### src/rtl/fifo_in_sample_writer.sv
// Captures a frame of ADC samples, packs two per 32-bit word and pushes them to an Avalon-MM FIFO input.
// Optional FIFO_IN_WRITER_HDR_EN prepends a {16'hA55A, frame_count} header word to every frame.
module fifo_in_sample_writer #(
   parameter int SAMPLE_W    = 12,
   parameter int NUM_SAMPLES = 1024,
   parameter int BUF_DEPTH   = 4
) (
   input  logic                clk_clk,
   input  logic                reset_reset,
   input  logic                start,
   input  logic [SAMPLE_W-1:0] adc_data,
   input  logic                adc_valid,
   output logic [31:0]         fifo_in_writedata,
   output logic                fifo_in_write,
   input  logic                fifo_in_waitrequest,
   output logic                busy,
   output logic                done,
   output logic                overflow,
   output logic [15:0]         frame_count
);

   localparam int CNT_W = $clog2(NUM_SAMPLES + 1);
   localparam int PTR_W = $clog2(BUF_DEPTH);
   localparam int OCC_W = $clog2(BUF_DEPTH + 1);

   typedef enum logic [1:0] {
      IDLE,
      CAPTURE,
      DRAIN
   } state_t;

   state_t            r_state;
   state_t            w_nextState;
   logic              w_startAccept;
   logic              w_sampleAccept;
   logic              w_frameDone;

   logic [CNT_W-1:0]  r_sampleCnt;
   logic [15:0]       r_lowLane;
   logic [15:0]       r_frameCount;
   logic              r_overflow;

   logic [31:0]       r_buf [BUF_DEPTH];
   logic [PTR_W-1:0]  r_wrPtr;
   logic [PTR_W-1:0]  r_rdPtr;
   logic [OCC_W-1:0]  r_count;
   logic [31:0]       r_lastData;

   logic              w_empty;
   logic              w_full;
   logic              w_pop;
   logic              w_enq;
   logic              w_push;
   logic              w_drop;
   logic [31:0]       w_enqData;
   logic              w_lastSample;

   assign w_empty      = (r_count == '0);
   assign w_full       = (r_count == OCC_W'(BUF_DEPTH));
   assign w_lastSample = (r_sampleCnt == CNT_W'(NUM_SAMPLES - 1));

   always_ff @(posedge clk_clk or posedge reset_reset) begin
      if (reset_reset) begin
         r_state <= IDLE;
      end else begin
         r_state <= w_nextState;
      end
   end

   always_comb begin
      w_nextState    = r_state;
      w_startAccept  = 1'b0;
      w_sampleAccept = 1'b0;
      w_frameDone    = 1'b0;
      case (r_state)
         IDLE: begin
            if (start) begin
               w_startAccept = 1'b1;
               w_nextState   = CAPTURE;
            end
         end
         CAPTURE: begin
            if (adc_valid) begin
               w_sampleAccept = 1'b1;
               if (w_lastSample) begin
                  w_nextState = DRAIN;
               end
            end
         end
         DRAIN: begin
            if (w_empty) begin
               w_frameDone = 1'b1;
               w_nextState = IDLE;
            end
         end
         default: begin
            w_nextState = IDLE;
         end
      endcase
   end

   // A word is complete when the odd sample of a pair arrives; the header rides the start edge.
`ifdef FIFO_IN_WRITER_HDR_EN
   assign w_enq     = (w_sampleAccept & r_sampleCnt[0]) | w_startAccept;
   assign w_enqData = w_startAccept ? {16'hA55A, r_frameCount}
                                    : {16'(adc_data), r_lowLane};
`else
   assign w_enq     = w_sampleAccept & r_sampleCnt[0];
   assign w_enqData = {16'(adc_data), r_lowLane};
`endif

   assign w_pop  = fifo_in_write & ~fifo_in_waitrequest;
   assign w_push = w_enq & (~w_full | w_pop);
   assign w_drop = w_enq & w_full & ~w_pop;

   always_ff @(posedge clk_clk or posedge reset_reset) begin
      if (reset_reset) begin
         r_sampleCnt  <= '0;
         r_lowLane    <= '0;
         r_frameCount <= '0;
         r_overflow   <= 1'b0;
      end else begin
         if (w_startAccept) begin
            r_sampleCnt <= '0;
         end else if (w_sampleAccept) begin
            r_sampleCnt <= r_sampleCnt + CNT_W'(1);
         end
         if (w_sampleAccept && !r_sampleCnt[0]) begin
            r_lowLane <= 16'(adc_data);
         end
         if (w_startAccept) begin
            r_overflow <= 1'b0;
         end else if (w_drop) begin
            r_overflow <= 1'b1;
         end
         if (w_frameDone) begin
            r_frameCount <= r_frameCount + 16'd1;
         end
      end
   end

   always_ff @(posedge clk_clk or posedge reset_reset) begin
      if (reset_reset) begin
         r_wrPtr    <= '0;
         r_rdPtr    <= '0;
         r_count    <= '0;
         r_lastData <= '0;
      end else begin
         if (w_push) begin
            r_wrPtr <= r_wrPtr + PTR_W'(1);
         end
         if (w_pop) begin
            r_rdPtr    <= r_rdPtr + PTR_W'(1);
            r_lastData <= r_buf[r_rdPtr];
         end
         case ({w_push, w_pop})
            2'b10:   r_count <= r_count + OCC_W'(1);
            2'b01:   r_count <= r_count - OCC_W'(1);
            default: r_count <= r_count;
         endcase
      end
   end

   // Storage needs no reset: a slot is only ever read after it has been written.
   always_ff @(posedge clk_clk) begin
      if (w_push) begin
         r_buf[r_wrPtr] <= w_enqData;
      end
   end

   assign fifo_in_write     = ~w_empty;
   assign fifo_in_writedata = w_empty ? r_lastData : r_buf[r_rdPtr];
   assign busy              = (r_state != IDLE);
   assign done              = w_frameDone;
   assign overflow          = r_overflow;
   assign frame_count       = r_frameCount;

endmodule

### config.mk
export PLATFORM = sky130hd
export DESIGN_NAME = fifo_in_sample_writer
export DESIGN_NICKNAME = d
export VERILOG_FILES = /design/src/rtl/fifo_in_sample_writer.sv
export SDC_FILE = /design/constraint.sdc
export NUM_CORES = 1
export LEC_CHECK = 0
export CORE_MARGIN = 1.5
export CORE_UTILIZATION = 35
export CTS_CLUSTER_DIAMETER = 200
export DETAILED_ROUTE_END_ITERATION = 10
export GPL_TIMING_DRIVEN = 0
export HOLD_SLACK_MARGIN = 0.1
export PLACE_DENSITY = 0.63
export REMOVE_ABC_BUFFERS = 1
export SLEW_MARGIN = 20
export SYNTH_ARGS = -nofsm -noshare
export SYNTH_HDL_FRONTEND = slang
export SYNTH_SLANG_ARGS = --single-unit
### constraint.sdc
create_clock -name clk_clk -period 2.6 [get_ports clk_clk]
set_input_delay 0.78 -clock clk_clk [delete_from_list [all_inputs] [get_ports clk_clk]]
set_output_delay 0.78 -clock clk_clk [all_outputs]
set_load 0.01 [all_outputs]
==> flow_summary.yaml <==
run_status:
  status: "finished, violations left"
  violations: "negative setup slack"
sta:
  setup_viol: 23
  tns_ns: -1.26
  finalHoldViolCount: 0
  tightest_slew_ns: 0.923
  finalCriticalPeriod_ns: 2.70
  rsz0062_at_grt: "true"
  fmax_mhz: 370
  fin_crit_sh_pct: 104
  drv_slew: 0
  fin_skew_ns: 0.00945
  slew_headroom_pct: 38.2
  timing.hold.ws_ns: 0.474
  fin_ws_ns: -0.103
place:
  dpl.cell_count: 787
  pre_cts_slack_ns: -0.984
  place_congestion: 0.736
  portBuffers: 60
  place_hpwl_um: 8920
setup_path:
  critPathKind: "flip-flop to primary output"
  critPathBufInv: 3
  slowest_stage: "dfrtp_4"
  path_depth: 6
  crit_top_cell: "nand2_1"
  setup.worst_path.end: "fifo_in_writedata[22]"
  worst_ep_required_time_ns: 1.82
  path_cells: "buf_6 -> buf_12 -> mux4_2 -> nand2_1 -> nand2_1 -> buf_2"
  worstReg2RegStart: "r_count[0]$_DFFE_PP0P_"
  critPathArrivalTime_ns: 1.92
  crit_fanout: 6
  r2r_slack_ns: 0.31
  startpoint_type: "flip-flop"
  r2r_end: "frame_count[14]$_DFFE_PP0P_"
  cp_top_family: "flip-flops"
  reg2reg_depth: 7
  cp-end-kind: "primary output"
  cp-startpoint: "r_rdPtr[0]$_DFFE_PP0P_"
  max_stage_delay_ns: 0.54
clocking:
  clk_latency_ns: 0.42
  cts_tree: "yes"
  clk_path_buf_depth: 2
  root_buffer: "clkbuf_16"
  h-tree-depth: 4
  postCtsHoldBufs: 0
  cts.sinks: 169
  numCtsBuffers: 17
  path_clk_slew_ns: 0.06
synth:
  synth-edff-count: 96
  synthesis.area_mm2: 0.00701
  synthCells: 473
  yosys_warnings: 0
  synth_cell_types: 43
  ys_ff_latch: 169
  synth_top_area_share_pct: 41.1
  synth_ff_type: "edfxtp_1"
  syn_avg_cell_area_um2: 14.8
  yosysSeqAreaShare_pct: 67.2
  synthArstFlopShare_pct: 43.2
  yosys.area.top_type: "edfxtp_1"
  synth.area.top_cells: "edfxtp_1 (41%), dfrtp_1 (26%), mux4_2 (7.7%), mux2_2 (5.8%), nand2_1 (4.8%)"
pwr:
  peakVddDrop_uv: 680
  p_leak_nw: 3.44
  cellPowerDensity_mw_per_mm2: 1140
floorplan:
  core_mm2: 0.0195
  chipHeight_um: 144
  dieArea_mm2: 0.0209
  die_width_um: 144
  row_count: 51
  io_pins: 69
  initial_core_util_pct: 35.9
drt:
  firstDrtPassIters: 5
  drcViolationCount: 0
  postRouteAntennaNets: 0
  routed_wl_um: 15000
  routed_via_density: 4.82
  first_iter_violations: 165
  avgRoutedWirePerCell_um: 17.7
  vias: 4102
cells_and_area:
  drive_above_1_share_pct: 32.3
  seq_area_mm2: 0.00472
  fin_cells: 851
  fillCellCount: 1753
  multi_input_area_mm2: 0.00220
  area_growth_syn_to_layout_pct: 27.1
  diodes: 0
  num-nets-final: 597
grt:
  antenna_found_initial: 0
  grt_pass1_vias: 4412
  grt_max_degree: 52
  grt_pass1_wl_um: 23500
  overflow: 0
  grt_usage_pct: 15.4
hold_path:
  hp-class: "flip-flop to flip-flop"
job:
  drv_cap: 0
-- metal layers --
layer  vias to the layer above  share of wire, %  global-route usage (%)
met2                       104                51                    26.6
met1                      2092                42                    18.6
li1                       1891                 -                       -
met4                         0               1.4                    5.05
met5                         -                 0                       0
met3                        15               5.7                    4.24
-- through the flow --
| step | power [mW] | instance area [µm²] | util (%) |
|---|---|---|---|
| floorplan | 5.83 | 6900 | - |
| global placement | 7.10 | 7840 | 40.1 |
| detailed placement | 7.35 | 7990 | 40.9 |
| CTS | 10.0 | 8740 | 44.8 |
| global route | 10.7 | 8900 | 45.6 |
| finish | 10.2 | 8900 | 45.6 |
-- Yosys cell counts (all sizes together) (7+ instances only) --
cell type / instances
edfxtp: 96
dfrtp: 73
xor2: 7
xnor2: 21
clkbuf: 9
mux4: 24
inv: 13
nor2: 20
mux2: 36
buf: 15
nand3: 11
nor3: 8
nand2: 90
-- cell families (layout without fill, tap and decap cells) --
logic type | after synthesis | in the layout | synth area share [%]
XOR/XNOR | 28 | 28 | 3.50
multiplexers | 62 | 62 | 13.8
AND/OR/NAND/NOR | 158 | 158 | 10.6
buffers and inverters | 37 | 143 | 2.54
flip-flops | 169 | 169 | 67.2
other | 1 | 8 | 0.0535
adder cells (fa/ha/maj) | 7 | 7 | 1.36
AO/OA/AOI/OAI | 11 | 11 | 0.964
-- layout by cell type, fill, tap and decap left out, types with 3 or more instances in the layout --
| cell | n |
|---|---|
| conb_1 | 8 |
| nand3_1 | 11 |
| ha_1 | 6 |
| nor3_1 | 5 |
| buf_16 | 3 |
| nand4_1 | 6 |
| inv_6 | 5 |
| nor4_1 | 5 |
| clkbuf_16 | 17 |
| buf_2 | 15 |
| inv_8 | 4 |
| nand2_2 | 14 |
| o21ai_0 | 3 |
| buf_4 | 19 |
| nand2_1 | 76 |
| mux4_2 | 24 |
| edfxtp_1 | 96 |
| buf_6 | 18 |
| and2_4 | 4 |
| mux2_2 | 36 |
| a21oi_1 | 4 |
| xor2_1 | 7 |
| dfrtp_1 | 70 |
| nor2_1 | 17 |
| buf_12 | 4 |
| inv_1 | 10 |
| xnor2_1 | 21 |
| clkdlybuf4s50_1 | 34 |
-- layout make-up --
type	count	share of cell area, %
repair inverters	2	0.253
inverters	13	0.900
repair buffers	96	10.8
clock buffers	20	5.13
multi-input cells	274	24.8
clock inverters	12	1.42
well taps	265	3.72
flip-flops and latches	169	53.0
-- worst min-delay path by stage --
stage                                 from  slack (ns)  cells after the start                     endpoint
3_5_place_dp   frame_count[15]$_DFFE_PP0P_        0.47                      1  frame_count[15]$_DFFE_PP0P_
2_1_floorplan     r_lowLane[0]$_DFFE_PP0P_        0.47                      0        r_buf[0][0]$_DFFE_PP_
3_3_place_gp   frame_count[15]$_DFFE_PP0P_        0.46                      1  frame_count[15]$_DFFE_PP0P_
6_report       frame_count[15]$_DFFE_PP0P_        0.47                      1  frame_count[15]$_DFFE_PP0P_
5_1_grt        frame_count[15]$_DFFE_PP0P_        0.49                      1  frame_count[15]$_DFFE_PP0P_
4_1_cts        frame_count[15]$_DFFE_PP0P_        0.48                      1  frame_count[15]$_DFFE_PP0P_
-- where the power goes --
group | internal [mW] | total [mW] | switching [mW] | leakage, nW
clock network | 1.40 | 2.49 | 1.09 | 0.286
registers | 3.59 | 4.03 | 0.439 | 1.78
logic | 1.86 | 3.64 | 1.78 | 1.38
total | 6.85 | 10.2 | 3.30 | 3.44
-- flip-flops by register name, summed over array words and instances, names as in the netlist, 3 cells and up --
| name | cells |
|---|---|
| r_count | 3 |
| r_lowLane | 12 |
| frame_count | 16 |
| r_lastData | 24 |
| r_sampleCnt | 11 |
| r_buf | 96 |
-- worst register-to-register path, delay by kind of cell (launching register included) --
kind                      cells  cell delay, ns
xor gates and xnor gates      1            0.17
buffers and inverters         3            0.42
DFF                           1            0.44
and+or+nand+nor               3            1.13
-- timing repair --
item                       4_1_cts  5_1_grt
setup endpoints to repair      109       31
setup buffers                   17       14
cloned                           1        2
pin swaps                       36       12
gates resized for setup        132       22
(Power assumes the default switching activity.)
==> patch 1: new RTL, config.mk and constraints unchanged <==
The option `FIFO_IN_WRITER_HDR_EN` is turned on by a define.
--- a/src/rtl/fifo_in_sample_writer.sv
+++ b/src/rtl/fifo_in_sample_writer.sv
@@ -1,5 +1,7 @@
 // Captures a frame of ADC samples, packs two per 32-bit word and pushes them to an Avalon-MM FIFO input.
 // Optional FIFO_IN_WRITER_HDR_EN prepends a {16'hA55A, frame_count} header word to every frame.
+`define FIFO_IN_WRITER_HDR_EN
+
 module fifo_in_sample_writer #(
    parameter int SAMPLE_W    = 12,
    parameter int NUM_SAMPLES = 1024,
Behaviour: not the same (a bounded check fails within 4 cycles, from zero or initial values and one cycle with reset_reset high).
==> patch 1 against the unedited design <==
Non-clock buffer count is 1 lower. Critical path type unchanged. Total power is 13% higher. Highest routed layer unchanged. Routed wire length rose by 20%. Synthesized cell count is 19% higher. Design area increased by 13%. The flow still finishes with violations (setup timing). Sequential cell count rose by 25. Synthesized area is 16% higher. Worst setup slack worse by 0.074 ns. Die area increased by 16%. Register-to-register slack better by 0.12 ns.
==> patch 1: results (changes against the unedited design) <==
* Async SR Flop Fraction at 40.2% (was 43.2%)
* Pre-antenna DRT Iters at 4 (was 5)
* Layout cells sized above 1 at 28.6% (was 32.3%)
* Hold path cells at 1 (unchanged)
* WHS Endpoint: r_lastData[20] (was frame_count[15])
* Peak supply drop at 613 µV (was 680 µV)
* Clock Skew at 0.00835 ns (was 0.00945 ns)
* Synth top cells by count: nand2_1, edfxtp_1, dfrtp_1 (was edfxtp_1, nand2_1, dfrtp_1)
* Met2 global-route usage at 26.8% (was 26.6%)
* Worst hold start: r_lastData[20] (was frame_count[15])
* Dpl cells at 900 (was 787)
* Initial antenna violation count at 0 (unchanged)
* GPL Wtd Cong at 0.782 (was 0.736)
* Area after DPL at 9260 µm² (was 7990 µm²)
* M3 GR Usage at 3.18% (was 4.24%)
* DR WL met2 at 8950 µm (was 7630 µm)
* Netlist cell types at 44 (was 43)
* First-iteration detailed-routing DRC count at 271 (was 165)
* Endpoints failing setup at 30 (was 23)
* EDFF count, synth at 116 (was 96)
* First-pass GRT wire length at 28100 µm (was 23500 µm)
* Xor/xnor share of the synthesized area at 2.90% (was 3.50%)
* Failing checks: setup timing (unchanged)
* Normalized max-slew margin at 48.8% (was 38.2%)
* Worst R2R Start: r_state[0] (was r_count[0])
* Vias per cell at 4.94 (was 4.82)
* Crit-path max FO at 5 (was 6)
* FF-to-FF setup slack at 0.43 ns (was 0.31 ns)
* Crit path max-delay family: buffers and inverters (was flip-flops)
* Capture point of the worst path: fifo_in_writedata[8] (was fifo_in_writedata[22])
* Synth Area per Inst at 14.4 µm² (was 14.8 µm²)
* Setup TNS at -2.99 ns (was -1.26 ns)
* Detailed Place HPWL at 11100 µm (was 8920 µm)
* DR vias at 4708 (was 4102)
* Sequential share of the synthesized area at 66.8% (was 67.2%)
* Slack of the critical path at -0.177 ns (was -0.103 ns)
* Most flops, register: r_buf (unchanged)
* Compound-Gate Fraction of Synth Area at 0.968% (was 0.964%)
* Critical Path Source: r_rdPtr[0] (unchanged)
* Met3 WL at 903 µm (was 858 µm)
* Metal-1 WL at 7900 µm (was 6330 µm)
* Number of fill cells at 1997 (was 1753)
* Fin Hold WS at 0.507 ns (was 0.474 ns)
* Reg2reg path depth at 6 (was 7)
* Status: finished with violations (unchanged)
* Total track usage at 15.6% (was 15.4%)
* Total Wirelength at 18000 µm (was 15000 µm)
* Antenna Cells at 0 (unchanged)
* M1 GR Usage at 19.7% (was 18.6%)
* Crit path DAT at 2.00 ns (was 1.92 ns)
* Post-synthesis mux area share at 14.1% (was 13.8%)
* CTS resizes at 144 (was 132)
* Port buffer count at 66 (was 60)
* Crit Reg-Reg Endpoint: r_count[2] (was frame_count[14])
* Number of global-route vias before repair at 5013 (was 4412)
* Top cells by area, synth: edfxtp_1, dfrtp_1, mux4_2 (unchanged)
* Clk Latency, worst-skew pair at 0.43 ns
* Pre-CTS setup slack at -1.17 ns (was -0.984 ns)
patch 1: cell count changes after synthesis, sizes merged, moves of 4 or more:
cell    before  now
nand2       90  137
inv         13    9
dfrtp       73   78
mux4        24   29
and2         4   10
nand3       11    7
xnor2       21   12
and3         1    5
nand2b       1    8
mux2        36   44
xor2         7   15
edfxtp      96  116
patch 1: layout make-up:
cell class              instances  area (µm²)  area share [%]
multi-input cells             337        2590            25.7
repair buffers                 95         967            9.60
well taps                     285         357            3.54
clock inverters                13         206            2.05
clock buffers                  19         453            4.49
inverters                      10        53.8           0.534
flip-flops and latches        194        5450            54.0
patch 1: worst reg2reg max path, cell delays in order (launching register included):
cell,delay (ns)
dfrtp_1,0.49
or3b_4,0.49
nand4b_1,0.18
inv_1,0.10
fa_1,0.40
o22ai_1,0.23
xor2_1,0.20
patch 1: power breakdown:
part	internal [mW]	switching [mW]
logic	1.99	1.98
clock network	1.76	1.12
registers	4.18	0.427
total	7.93	3.52
==> patch 2: new RTL, config.mk and constraints unchanged <==
Made on the original files. The 3 states of `state_t` get a one-hot encoding in 3 bits.
--- a/src/rtl/fifo_in_sample_writer.sv
+++ b/src/rtl/fifo_in_sample_writer.sv
@@ -23,10 +23,10 @@
    localparam int PTR_W = $clog2(BUF_DEPTH);
    localparam int OCC_W = $clog2(BUF_DEPTH + 1);
 
-   typedef enum logic [1:0] {
-      IDLE,
-      CAPTURE,
-      DRAIN
+   typedef enum logic [2:0] {
+      IDLE    = 3'b001,
+      CAPTURE = 3'b010,
+      DRAIN   = 3'b100
    } state_t;
 
    state_t            r_state;
Behaviour: same outputs for any inputs over 10 cycles, from zero or initial values and one cycle with reset_reset high; not proved beyond that.
==> patch 2 against the unedited design <==
The flow still finishes with violations (setup timing). Sequential cell count grew 1. Routed wire length fell by 1.8%. Synthesized area is 2.0% higher. Total power fell by 6.2%. Clock skew rose by 0.0027 ns. Design area up 0.90%. Critical endpoint is now fifo_in_writedata[8]. Worst setup slack got worse by 0.047 ns. Highest routed layer unchanged. Largest power group unchanged. Non-clock buffer count down 10. Sequential share of layout area down 0.15 points.
==> patch 2: results (changes against the unedited design) <==
* Hold path cells at 1 (unchanged)
* Largest net degree at the start of global routing at 53 (was 52)
* Post-synthesis mux area share at 13.8% (about the same)
* Compound-Gate Fraction of Synth Area at 2.07% (was 0.964%)
* Internal power at 6.51 mW (was 6.85 mW)
* Worst hold path class: reg -> reg (unchanged)
* Root Buffer: clkbuf_16 (unchanged)
* Mapped Cells at 482 (was 473)
* Endpoints failing setup at 24 (was 23)
* Crit path DAT at 1.97 ns (was 1.92 ns)
* Fin cells at 849 (was 851)
* Reg2reg path depth at 9 (was 7)
* Clk Latency, worst-skew pair at 0.43 ns
* Dpl cells at 799 (was 787)
* Vias per cell at 4.98 (was 4.82)
* Layout cells sized above 1 at 32.0% (was 32.3%)
* Clock Skew at 0.0121 ns (was 0.00945 ns)
* Xor/xnor share of the synthesized area at 2.94% (was 3.50%)
* Most flops, register: r_buf (unchanged)
* Clock Tree Buf Depth at 2 (unchanged)
* First-pass GRT wire length at 24000 µm (was 23500 µm)
* Seq. pwr at 3.76 mW (was 4.03 mW)
* Failing checks: setup timing (unchanged)
* Pre-antenna DRT Iters at 4 (was 5)
* Number of global-route vias before repair at 4463 (was 4412)
* Antenna Cells at 0 (unchanged)
* Async SR Flop Fraction at 43.5% (was 43.2%)
* Sequential share of the synthesized area at 66.3% (was 67.2%)
* GPL Wtd Cong at 0.704 (was 0.736)
* Top cells by area, synth: edfxtp_1, dfrtp_1, mux4_2 (unchanged)
* Synth top cells by count: edfxtp_1, nand2_1, dfrtp_1 (unchanged)
* Crit path largest cell delay at 0.54 ns (about the same)
* Slack of the critical path at -0.150 ns (was -0.103 ns)
* Port buffer count at 60 (unchanged)
* Clk pwr share at 26.8% (was 24.5%)
* EDFF count, synth at 96 (unchanged)
* Status: finished with violations (unchanged)
* Peak supply drop at 692 µV (was 680 µV)
* Lkg Pwr at 3.45 nW (was 3.44 nW)
* Setup TNS at -1.81 ns (was -1.26 ns)
* Largest register FFs at 96 (unchanged)
* Crit-path max FO at 5 (was 6)
* Netlist cell types at 52 (was 43)
* Post-Synth Adder-Cell Area at 1.33% (was 1.36%)
* Total Nets Final at 590 (was 597)
* Number of fill cells at 1766 (was 1753)
* Drt wl/cell at 17.4 µm (was 17.7 µm)
* Initial antenna violation count at 0 (unchanged)
* Total track usage at 14.9% (was 15.4%)
* Area after DPL at 8150 µm² (was 7990 µm²)
* First-iteration detailed-routing DRC count at 318 (was 165)
* Detailed Place HPWL at 8960 µm (was 8920 µm)
* Reg clk slew, reported paths at 0.06 ns (about the same)
patch 2: final timing paths:
check	startpoint	endpoint	slack, ns
setup / recovery	r_rdPtr[0]	fifo_in_writedata[8]	-0.15
max in group asynchronous	reset_reset	r_rdPtr[0]	1.31
min in group asynchronous	reset_reset	frame_count[0]	0.68
hold / removal	frame_count[15]	frame_count[15]	0.49
hold reg to reg	frame_count[15]	frame_count[15]	0.49
setup reg to reg	r_count[1]	r_count[1]	0.32
patch 2: metrics by stage:
| stage | power (mW) | utilization, % | setup WS (ns) | hold slack, ns |
|---|---|---|---|---|
| after floorplan | 5.34 | - | -0.455 | 0.472 |
| after global placement | 6.57 | 39.5 | -2.16 | 0.461 |
| after detailed placement | 6.81 | 40.5 | -0.850 | 0.484 |
| after CTS | 9.64 | 44.5 | -0.181 | 0.494 |
| after global routing | 10.0 | 44.7 | -0.237 | 0.511 |
| final | 9.53 | 44.7 | -0.150 | 0.486 |
patch 2: cell type report:
cell class                 instances  area (µm²)  area share, %
clock buffer                      18         439           4.89
clock inverter                    14         163           1.81
inverter                           9        48.8          0.543
multi-input combinational        282        2340           26.1
sequential                       170        4750           52.8
tap                              270         338           3.76
timing repair buffer              86         905           10.1
patch 2: what timing repair did:
action,4_1_cts,5_1_grt
pin swaps,33,10
endpoints found under the setup margin,115,61
cloned,3,0
buffers inserted,12,5
hold buffers,0,0
resized for setup,143,12
patch 2: per-layer routing:
metal	track usage [%]	wire (µm)	vias to the layer above
met5	0	0	-
met4	6.89	302	0
met3	3.54	558	21
met2	24.9	7610	92
met1	18.3	6290	2199
li1	-	-	1912
